## config.mk

```make
export PLATFORM = sky130hd
export DESIGN_NAME = xb_io_mbox_slv_flat
export DESIGN_NICKNAME = d
export VERILOG_FILES = /design/src/rtl/xb_io_mbox_slv_if.sv /design/src/rtl/xb_io_mbox_slv.sv /design/src/flat_wrapper.sv
export SDC_FILE = /design/constraint.sdc
export NUM_CORES = 1
export LEC_CHECK = 0
export BUFFER_PORTS_ARGS = -buffer_cell sky130_fd_sc_hd__clkbuf_2
export CAP_MARGIN = 20
export CORE_MARGIN = 8
export CORE_UTILIZATION = 40
export DETAILED_ROUTE_END_ITERATION = 10
export MAX_ROUTING_LAYER = met4
export PLACE_DENSITY = 0.55
export SYNTH_ARGS = -nofsm -noshare
export SYNTH_HDL_FRONTEND = slang
export SYNTH_SLANG_ARGS = --single-unit
```

## constraint.sdc

```tcl
create_clock -name clk -period 12.9 [get_ports clk]
set_input_delay 1.935 -clock clk [delete_from_list [all_inputs] [get_ports clk]]
set_output_delay 1.935 -clock clk [all_outputs]
set_load 0.03 [all_outputs]
```

## src/rtl/xb_io_mbox_slv_if.sv

```systemverilog
// Purpose: core-side IO bus (io_arb_mux request / stgi_xf_io_slv response) seen by the mailbox slave.
// Latency: none; this is a bundle of wires.
// Backpressure: none on the IO bus; the core strobes and the slave answers combinationally.
// Ports: adr/iore/iowe/dbusout driven by the core (master); slave returns dbusout/out_en.
interface xb_io_mbox_slv_if;
    logic [5:0] io_arb_mux_adr;
    logic       io_arb_mux_iore;
    logic       io_arb_mux_iowe;
    logic [7:0] io_arb_mux_dbusout;
    logic [7:0] stgi_xf_io_slv_dbusout;
    logic       stgi_xf_io_slv_out_en;

    modport master (
        output io_arb_mux_adr, io_arb_mux_iore, io_arb_mux_iowe, io_arb_mux_dbusout,
        input  stgi_xf_io_slv_dbusout, stgi_xf_io_slv_out_en
    );

    modport slave (
        input  io_arb_mux_adr, io_arb_mux_iore, io_arb_mux_iowe, io_arb_mux_dbusout,
        output stgi_xf_io_slv_dbusout, stgi_xf_io_slv_out_en
    );
endinterface

```

## src/rtl/xb_io_mbox_slv.sv

```systemverilog
// Purpose: IO-bus mailbox slave with CTRL/STAT/DATA registers over a TX FIFO (core->fabric) and RX FIFO (fabric->core).
// Latency: register reads combinational; writes, pops and stream beats take effect on the next clk edge.
// Backpressure: tx_valid/tx_ready and rx_valid/rx_ready; full TX drops core writes (tx_ovf), full RX stalls fabric (rx_ovf).
// Ports: clk, rst (async, active-high); io (xb_io_mbox_slv_if.slave); xlr8_irq/xlr8_irq_ack;
//        tx_valid/tx_data/tx_ready; rx_valid/rx_data/rx_ready.
// Build option: define XB_IO_MBOX_IRQ_EN to enable RXIE/TXIE and the interrupt request.
module xb_io_mbox_slv #(
    parameter int unsigned DEPTH     = 8,
    parameter logic [5:0]  ADDR_CTRL = 6'h20,
    parameter logic [5:0]  ADDR_STAT = 6'h21,
    parameter logic [5:0]  ADDR_DATA = 6'h22
) (
    input  logic                   clk,
    input  logic                   rst,
    xb_io_mbox_slv_if.slave        io,
    output logic                   xlr8_irq,
    input  logic                   xlr8_irq_ack,
    output logic                   tx_valid,
    output logic [7:0]             tx_data,
    input  logic                   tx_ready,
    input  logic                   rx_valid,
    input  logic [7:0]             rx_data,
    output logic                   rx_ready
);
    localparam int PW = $clog2(DEPTH);
    localparam int CW = PW + 1;

    logic [7:0]    tx_mem_q [DEPTH];
    logic [7:0]    tx_mem_d [DEPTH];
    logic [7:0]    rx_mem_q [DEPTH];
    logic [7:0]    rx_mem_d [DEPTH];
    logic [PW-1:0] tx_wr_q, tx_wr_d, tx_rd_q, tx_rd_d;
    logic [PW-1:0] rx_wr_q, rx_wr_d, rx_rd_q, rx_rd_d;
    logic [CW-1:0] tx_cnt_q, tx_cnt_d, rx_cnt_q, rx_cnt_d;
    logic          en_q, en_d, tx_ovf_q, tx_ovf_d, rx_ovf_q, rx_ovf_d;

    logic sel_ctrl, sel_stat, sel_data;
    logic ctrl_wr, stat_wr, data_wr, data_rd, flush;
    logic tx_full, tx_empty, rx_full, rx_empty;
    logic tx_push, tx_pop, rx_push, rx_pop;
    logic [7:0] tx_head, rx_head, ctrl_rd, stat_rd, rd_dat;

    assign sel_ctrl = (io.io_arb_mux_adr == ADDR_CTRL);
    assign sel_stat = (io.io_arb_mux_adr == ADDR_STAT);
    assign sel_data = (io.io_arb_mux_adr == ADDR_DATA);
    assign ctrl_wr  = io.io_arb_mux_iowe & sel_ctrl;
    assign stat_wr  = io.io_arb_mux_iowe & sel_stat;
    assign data_wr  = io.io_arb_mux_iowe & sel_data;
    assign data_rd  = io.io_arb_mux_iore & sel_data;
    assign flush    = ctrl_wr & io.io_arb_mux_dbusout[7];

    assign tx_full  = (tx_cnt_q == CW'(DEPTH));
    assign tx_empty = (tx_cnt_q == '0);
    assign rx_full  = (rx_cnt_q == CW'(DEPTH));
    assign rx_empty = (rx_cnt_q == '0);
    assign tx_head  = tx_empty ? 8'h00 : tx_mem_q[tx_rd_q];
    assign rx_head  = rx_empty ? 8'h00 : rx_mem_q[rx_rd_q];

    assign tx_valid = en_q & ~tx_empty;
    assign tx_data  = tx_head;
    assign rx_ready = en_q & ~rx_full;

    // Full check uses the pre-edge count, so a write at full is dropped even if the stream pops this cycle.
    assign tx_push  = data_wr & ~tx_full;
    assign tx_pop   = tx_valid & tx_ready;
    assign rx_push  = rx_valid & rx_ready;
    assign rx_pop   = data_rd & ~rx_empty;

    assign stat_rd  = {3'b000, tx_ovf_q, tx_empty, rx_ovf_q, tx_full, ~rx_empty};

    always_comb begin
        rd_dat = 8'h00;
        if (sel_ctrl)      rd_dat = ctrl_rd;
        else if (sel_stat) rd_dat = stat_rd;
        else if (sel_data) rd_dat = rx_head;
    end

    assign io.stgi_xf_io_slv_out_en  = io.io_arb_mux_iore & (sel_ctrl | sel_stat | sel_data);
    assign io.stgi_xf_io_slv_dbusout = io.io_arb_mux_iore ? rd_dat : 8'h00;

    // FIFO and register next state; FLUSH overrides any same-edge push/pop.
    always_comb begin
        tx_mem_d = tx_mem_q;
        rx_mem_d = rx_mem_q;
        tx_wr_d  = tx_wr_q;
        tx_rd_d  = tx_rd_q;
        rx_wr_d  = rx_wr_q;
        rx_rd_d  = rx_rd_q;
        tx_cnt_d = tx_cnt_q + CW'(tx_push) - CW'(tx_pop);
        rx_cnt_d = rx_cnt_q + CW'(rx_push) - CW'(rx_pop);
        if (tx_push) begin
            tx_mem_d[tx_wr_q] = io.io_arb_mux_dbusout;
            tx_wr_d           = tx_wr_q + 1'b1;
        end
        if (tx_pop) tx_rd_d = tx_rd_q + 1'b1;
        if (rx_push) begin
            rx_mem_d[rx_wr_q] = rx_data;
            rx_wr_d           = rx_wr_q + 1'b1;
        end
        if (rx_pop) rx_rd_d = rx_rd_q + 1'b1;
        if (flush) begin
            tx_wr_d  = '0;
            tx_rd_d  = '0;
            tx_cnt_d = '0;
            rx_wr_d  = '0;
            rx_rd_d  = '0;
            rx_cnt_d = '0;
        end

        en_d = ctrl_wr ? io.io_arb_mux_dbusout[0] : en_q;
        // W1C is applied first so a same-edge overflow event still leaves the flag set.
        tx_ovf_d = tx_ovf_q & ~(stat_wr & io.io_arb_mux_dbusout[4]);
        rx_ovf_d = rx_ovf_q & ~(stat_wr & io.io_arb_mux_dbusout[2]);
        if (data_wr & tx_full)           tx_ovf_d = 1'b1;
        if (rx_valid & en_q & rx_full)   rx_ovf_d = 1'b1;
    end

`ifdef XB_IO_MBOX_IRQ_EN
    logic rxie_q, rxie_d, txie_q, txie_d, irq_q, irq_d, tx_drain;

    // A drain is the stream taking the last entry; a FLUSH is software-initiated and does not interrupt.
    assign tx_drain = tx_pop & ~tx_push & (tx_cnt_q == CW'(1)) & ~flush;

    always_comb begin
        rxie_d = ctrl_wr ? io.io_arb_mux_dbusout[1] : rxie_q;
        txie_d = ctrl_wr ? io.io_arb_mux_dbusout[2] : txie_q;
        irq_d  = irq_q & ~xlr8_irq_ack;
        if ((rxie_q & rx_push & ~flush) | (txie_q & tx_drain)) irq_d = 1'b1;
    end

    always_ff @(posedge clk or posedge rst) begin
        if (rst) begin
            rxie_q <= 1'b0;
            txie_q <= 1'b0;
            irq_q  <= 1'b0;
        end else begin
            rxie_q <= rxie_d;
            txie_q <= txie_d;
            irq_q  <= irq_d;
        end
    end

    assign ctrl_rd  = {5'b00000, txie_q, rxie_q, en_q};
    assign xlr8_irq = irq_q;
`else
    logic unused_irq_ack;
    assign unused_irq_ack = xlr8_irq_ack;
    assign ctrl_rd        = {7'b0000000, en_q};
    assign xlr8_irq       = 1'b0;
`endif

    always_ff @(posedge clk or posedge rst) begin
        if (rst) begin
            for (int i = 0; i < int'(DEPTH); i++) begin
                tx_mem_q[i] <= 8'h00;
                rx_mem_q[i] <= 8'h00;
            end
            tx_wr_q  <= '0;
            tx_rd_q  <= '0;
            tx_cnt_q <= '0;
            rx_wr_q  <= '0;
            rx_rd_q  <= '0;
            rx_cnt_q <= '0;
            en_q     <= 1'b0;
            tx_ovf_q <= 1'b0;
            rx_ovf_q <= 1'b0;
        end else begin
            tx_mem_q <= tx_mem_d;
            rx_mem_q <= rx_mem_d;
            tx_wr_q  <= tx_wr_d;
            tx_rd_q  <= tx_rd_d;
            tx_cnt_q <= tx_cnt_d;
            rx_wr_q  <= rx_wr_d;
            rx_rd_q  <= rx_rd_d;
            rx_cnt_q <= rx_cnt_d;
            en_q     <= en_d;
            tx_ovf_q <= tx_ovf_d;
            rx_ovf_q <= rx_ovf_d;
        end
    end
endmodule
```

## src/flat_wrapper.sv

```systemverilog
// flat-port wrapper written by rule: the top's interface ports become plain ports
module xb_io_mbox_slv_flat 
#(
    parameter int unsigned DEPTH     = 8,
    parameter logic [5:0]  ADDR_CTRL = 6'h20,
    parameter logic [5:0]  ADDR_STAT = 6'h21,
    parameter logic [5:0]  ADDR_DATA = 6'h22
)
  (clk, rst, xlr8_irq, xlr8_irq_ack, tx_valid, tx_data, tx_ready, rx_valid, rx_data, rx_ready, io_io_arb_mux_adr, io_io_arb_mux_iore, io_io_arb_mux_iowe, io_io_arb_mux_dbusout, io_stgi_xf_io_slv_dbusout, io_stgi_xf_io_slv_out_en);
  xb_io_mbox_slv_if io_i ();
  input  logic clk;
  input  logic rst;
  output logic xlr8_irq;
  input  logic xlr8_irq_ack;
  output logic tx_valid;
  output logic [7:0] tx_data;
  input  logic tx_ready;
  input  logic rx_valid;
  input  logic [7:0] rx_data;
  output logic rx_ready;
  input wire logic [$bits(io_i.io_arb_mux_adr)-1:0] io_io_arb_mux_adr;
  input wire logic [$bits(io_i.io_arb_mux_iore)-1:0] io_io_arb_mux_iore;
  input wire logic [$bits(io_i.io_arb_mux_iowe)-1:0] io_io_arb_mux_iowe;
  input wire logic [$bits(io_i.io_arb_mux_dbusout)-1:0] io_io_arb_mux_dbusout;
  output wire logic [$bits(io_i.stgi_xf_io_slv_dbusout)-1:0] io_stgi_xf_io_slv_dbusout;
  output wire logic [$bits(io_i.stgi_xf_io_slv_out_en)-1:0] io_stgi_xf_io_slv_out_en;
  assign io_i.io_arb_mux_adr = io_io_arb_mux_adr;
  assign io_i.io_arb_mux_iore = io_io_arb_mux_iore;
  assign io_i.io_arb_mux_iowe = io_io_arb_mux_iowe;
  assign io_i.io_arb_mux_dbusout = io_io_arb_mux_dbusout;
  assign io_stgi_xf_io_slv_dbusout = io_i.stgi_xf_io_slv_dbusout;
  assign io_stgi_xf_io_slv_out_en = io_i.stgi_xf_io_slv_out_en;
  xb_io_mbox_slv #(.DEPTH(DEPTH), .ADDR_CTRL(ADDR_CTRL), .ADDR_STAT(ADDR_STAT), .ADDR_DATA(ADDR_DATA)) u_core (.clk(clk), .rst(rst), .io(io_i), .xlr8_irq(xlr8_irq), .xlr8_irq_ack(xlr8_irq_ack), .tx_valid(tx_valid), .tx_data(tx_data), .tx_ready(tx_ready), .rx_valid(rx_valid), .rx_data(rx_data), .rx_ready(rx_ready));
endmodule
```

==> run_results.csv <==
group,metric,value,unit
clock_network,cts_tree,"done",
finish,final_common_cell,"dfrtp_1",
sta,rsz0062_at_grt,"false",
die,core-area,18500,um2
die,dieArea,23200,um2
sta,fin_crit,5.87,ns
die,pin_count,49,
hold_path,hold_path_class,"flip-flop to flip-flop",
sta,hold_viol,0,
synthesis,ys_ff_latch,151,
clock_network,clk_latency,0.42,ns
sta,hold_ws,0.498,ns
power_and_ir_drop,ir_drop,0.000112,V
sta,fin_crit_sh,0.455,
synthesis,synth.avg_cell_area,14.4,um2
place,io_buffers,46,
grt,overflow,0,
power_and_ir_drop,p_int,1.14,mW
grt,antenna_found_initial,0,
drt,firstDrtPassIters,4,
drt,routedWlPerCell,19.9,um
power_and_ir_drop,seqPwrFrac,0.413,
clock_network,hold_buffers,0,
grt,grt_max_degree,79,
clock_network,clkTransAtPathRegs,0.06,ns
grt,grt_pass1_wl,26.2,mm
finish,drive_gt1_frac,0.456,
die,die_y,152,um
drt,drc,0,
grt,grt_pass1_vias,4659,
synthesis,yosysWarningCount,0,
setup_path,cp_max_fo,6,
drt,viasPerCell,5.26,
sta,finalWorstSetupSlack,7.03,ns
drt,vias,4255,
sta,drv_slew,0,
synthesis,synth_area,7420,um2
power_and_ir_drop,p_sw,422,uW
die,die_w,152,um
place,hpwl,10.7,mm
power_and_ir_drop,comb_power_share,0.204,
synthesis,synth_async_sr_flop_share,1.00,
finish,utilization,0.465,
synthesis,synthDistinctLibCells,48,
sta,fmax,0.170,GHz
sta,tightest_slew,0.999,ns
clock_network,clock_path_buffers,2,
sta,tns,0,ns
power_and_ir_drop,p_sw_frac,0.271,
synthesis,synth_ff_type,"dfrtp_1",
setup_path,end_kind,"output port",
place,routabilityCongestion,0.789,
sta,finalSetupViolations,0,
finish,num_antenna_cells,0,
die,initial_core_util,0.402,
finish,area_growth_syn_to_layout,15.8,%
power_and_ir_drop,total_leakage_power,4.12,nW
setup_path,arrival,3.93,ns
power_and_ir_drop,p_clk_frac,0.383,
drt,ant_nets,0,
clock_network,root_buffer,"clkbuf_16",
power_and_ir_drop,powerDensity,181,nW/um2
synthesis,synth_edf_count,0,
run_status,status,"finished clean",
setup_path,worstPathRequired,10.97,ns
synthesis,synth_cells,515,
setup_path,start_kind,"input port",
clock_network,numCtsBuffers,17,
run,max-cap-violations,0,
grt,track_usage,0.149,
drt,drtIter0Drc,177,
finish,final_cell_mix,"dfrtp_1 (151), mux2_2 (114), clkbuf_2 (46)",
place,place_ws,6.99,ns
die,rows,50,
sta,skew,0.00724,ns
clock_network,clock_sinks,151,
clock_network,postCtsSetupRepairBufs,0,
finish,nNetsFinal,609,
drt,drt_wl_total,16.1,mm
synthesis,syn_nets,562,
clock_network,h-tree-depth,4,
sta,maxSlewHeadroom,0.334,
setup_path,worstSetupPathType,"input port to output port",
clock_network,post_cts_resized,0,
synthesis,synth.yosys.seq_area_share,0.509,
==> cell families after synthesis <==
group / Yosys count / synth area share
simple gates: 92 / 0.0774
xor+xnor: 12 / 0.0142
flops: 151 / 0.509
fa+ha+maj: 18 / 0.0324
buf+inv: 44 / 0.0255
mux: 180 / 0.325
other cells: 1 / 0.000505
compound gates: 17 / 0.0157
==> power by group through the flow <==
stage	clock network, mW	registers, mW	logic, mW
4_1_cts	0.610	0.645	0.325
3_5_place_dp	0	0.652	0.325
5_1_grt	0.631	0.655	0.354
2_1_floorplan	0	0.590	0.300
6_report	0.597	0.643	0.319
3_3_place_gp	0	0.647	0.312
==> registers in the layout, indices dropped and copies added (netlist names) <==
register	cells
u_core.rx_mem_q	64
u_core.tx_mem_q	64
u_core.rx_cnt_q	4
u_core.tx_cnt_q	4
u_core.rx_rd_q	3
u_core.rx_wr_q	3
u_core.tx_rd_q	3
u_core.tx_wr_q	3
u_core.en_q	1
u_core.rx_ovf_q	1
u_core.tx_ovf_q	1
==> Yosys cell counts, types with 5 or more instances <==
| master | number | area [um2] |
|---|---|---|
| dfrtp_1 | 151 | 3780 |
| mux2_2 | 114 | 1280 |
| mux4_2 | 31 | 698 |
| nor2_1 | 31 | 116 |
| inv_1 | 19 | 71.3 |
| mux2i_1 | 19 | 190 |
| ha_1 | 16 | 200 |
| mux2_4 | 16 | 240 |
| clkbuf_1 | 10 | 37.5 |
| nand2_1 | 10 | 37.5 |
| buf_1 | 7 | 26.3 |
| nand4_1 | 7 | 43.8 |
| nor3_2 | 7 | 70.1 |
| xnor2_1 | 7 | 61.3 |
| nand2b_1 | 5 | 31.3 |
| nand3_1 | 5 | 25.0 |
| xor2_1 | 5 | 43.8 |
==> critical path, cell delays in order <==
cell and delay, ns:
clkbuf_2 0.11, or4b_2 0.75, nor2_1 0.34, nand3_1 0.23, o22ai_1 0.30, clkbuf_2 0.28
==> through the flow <==
| stage | std cells | instance area (um2) | power [mW] |
|---|---|---|---|
| after floorplan | 515 | 7420 | 0.890 |
| after global placement | 777 | 7880 | 0.958 |
| after detailed placement | 777 | 7880 | 0.977 |
| after CTS | 809 | 8590 | 1.58 |
| after global routing | 809 | 8590 | 1.64 |
| final | 809 | 8590 | 1.56 |
==> worst paths after layout <==
| check | slack [ns] | to | cells after the start | from |
|---|---|---|---|---|
| max | 7.03 | io_stgi_xf_io_slv_dbusout[4] | 6 | io_io_arb_mux_adr[3] |
| min | 0.50 | u_core.tx_ovf_q | 1 | u_core.tx_ovf_q |
| max reg2reg | 10.02 | u_core.rx_cnt_q[2] | 11 | u_core.rx_cnt_q[2] |
| min reg2reg | 0.50 | u_core.tx_ovf_q | 1 | u_core.tx_ovf_q |
| max in group asynchronous | 9.81 | u_core.tx_mem_q[9] | 3 | rst |
| min in group asynchronous | 1.64 | u_core.rx_mem_q[43] | 2 | rst |
==> final cells by class <==
class	count	area, um2
repair buffers	52	275
fillers	1682	9870
multi-input cells	320	3450
clock inverters	12	273
flip-flops and latches	151	3780
clock buffers	20	437
inverters	20	80.1
well taps	234	293
==> metal layers <==
layer  GRT usage  up-vias  part of all wire
met4      0.0490        0             0.010
li1            -     1977                 -
met1       0.174     2207              0.44
met5           -        -                 0
met3      0.0329       11             0.034
met2       0.253       60              0.52
Note: power is estimated with default switching activity, not from simulation.
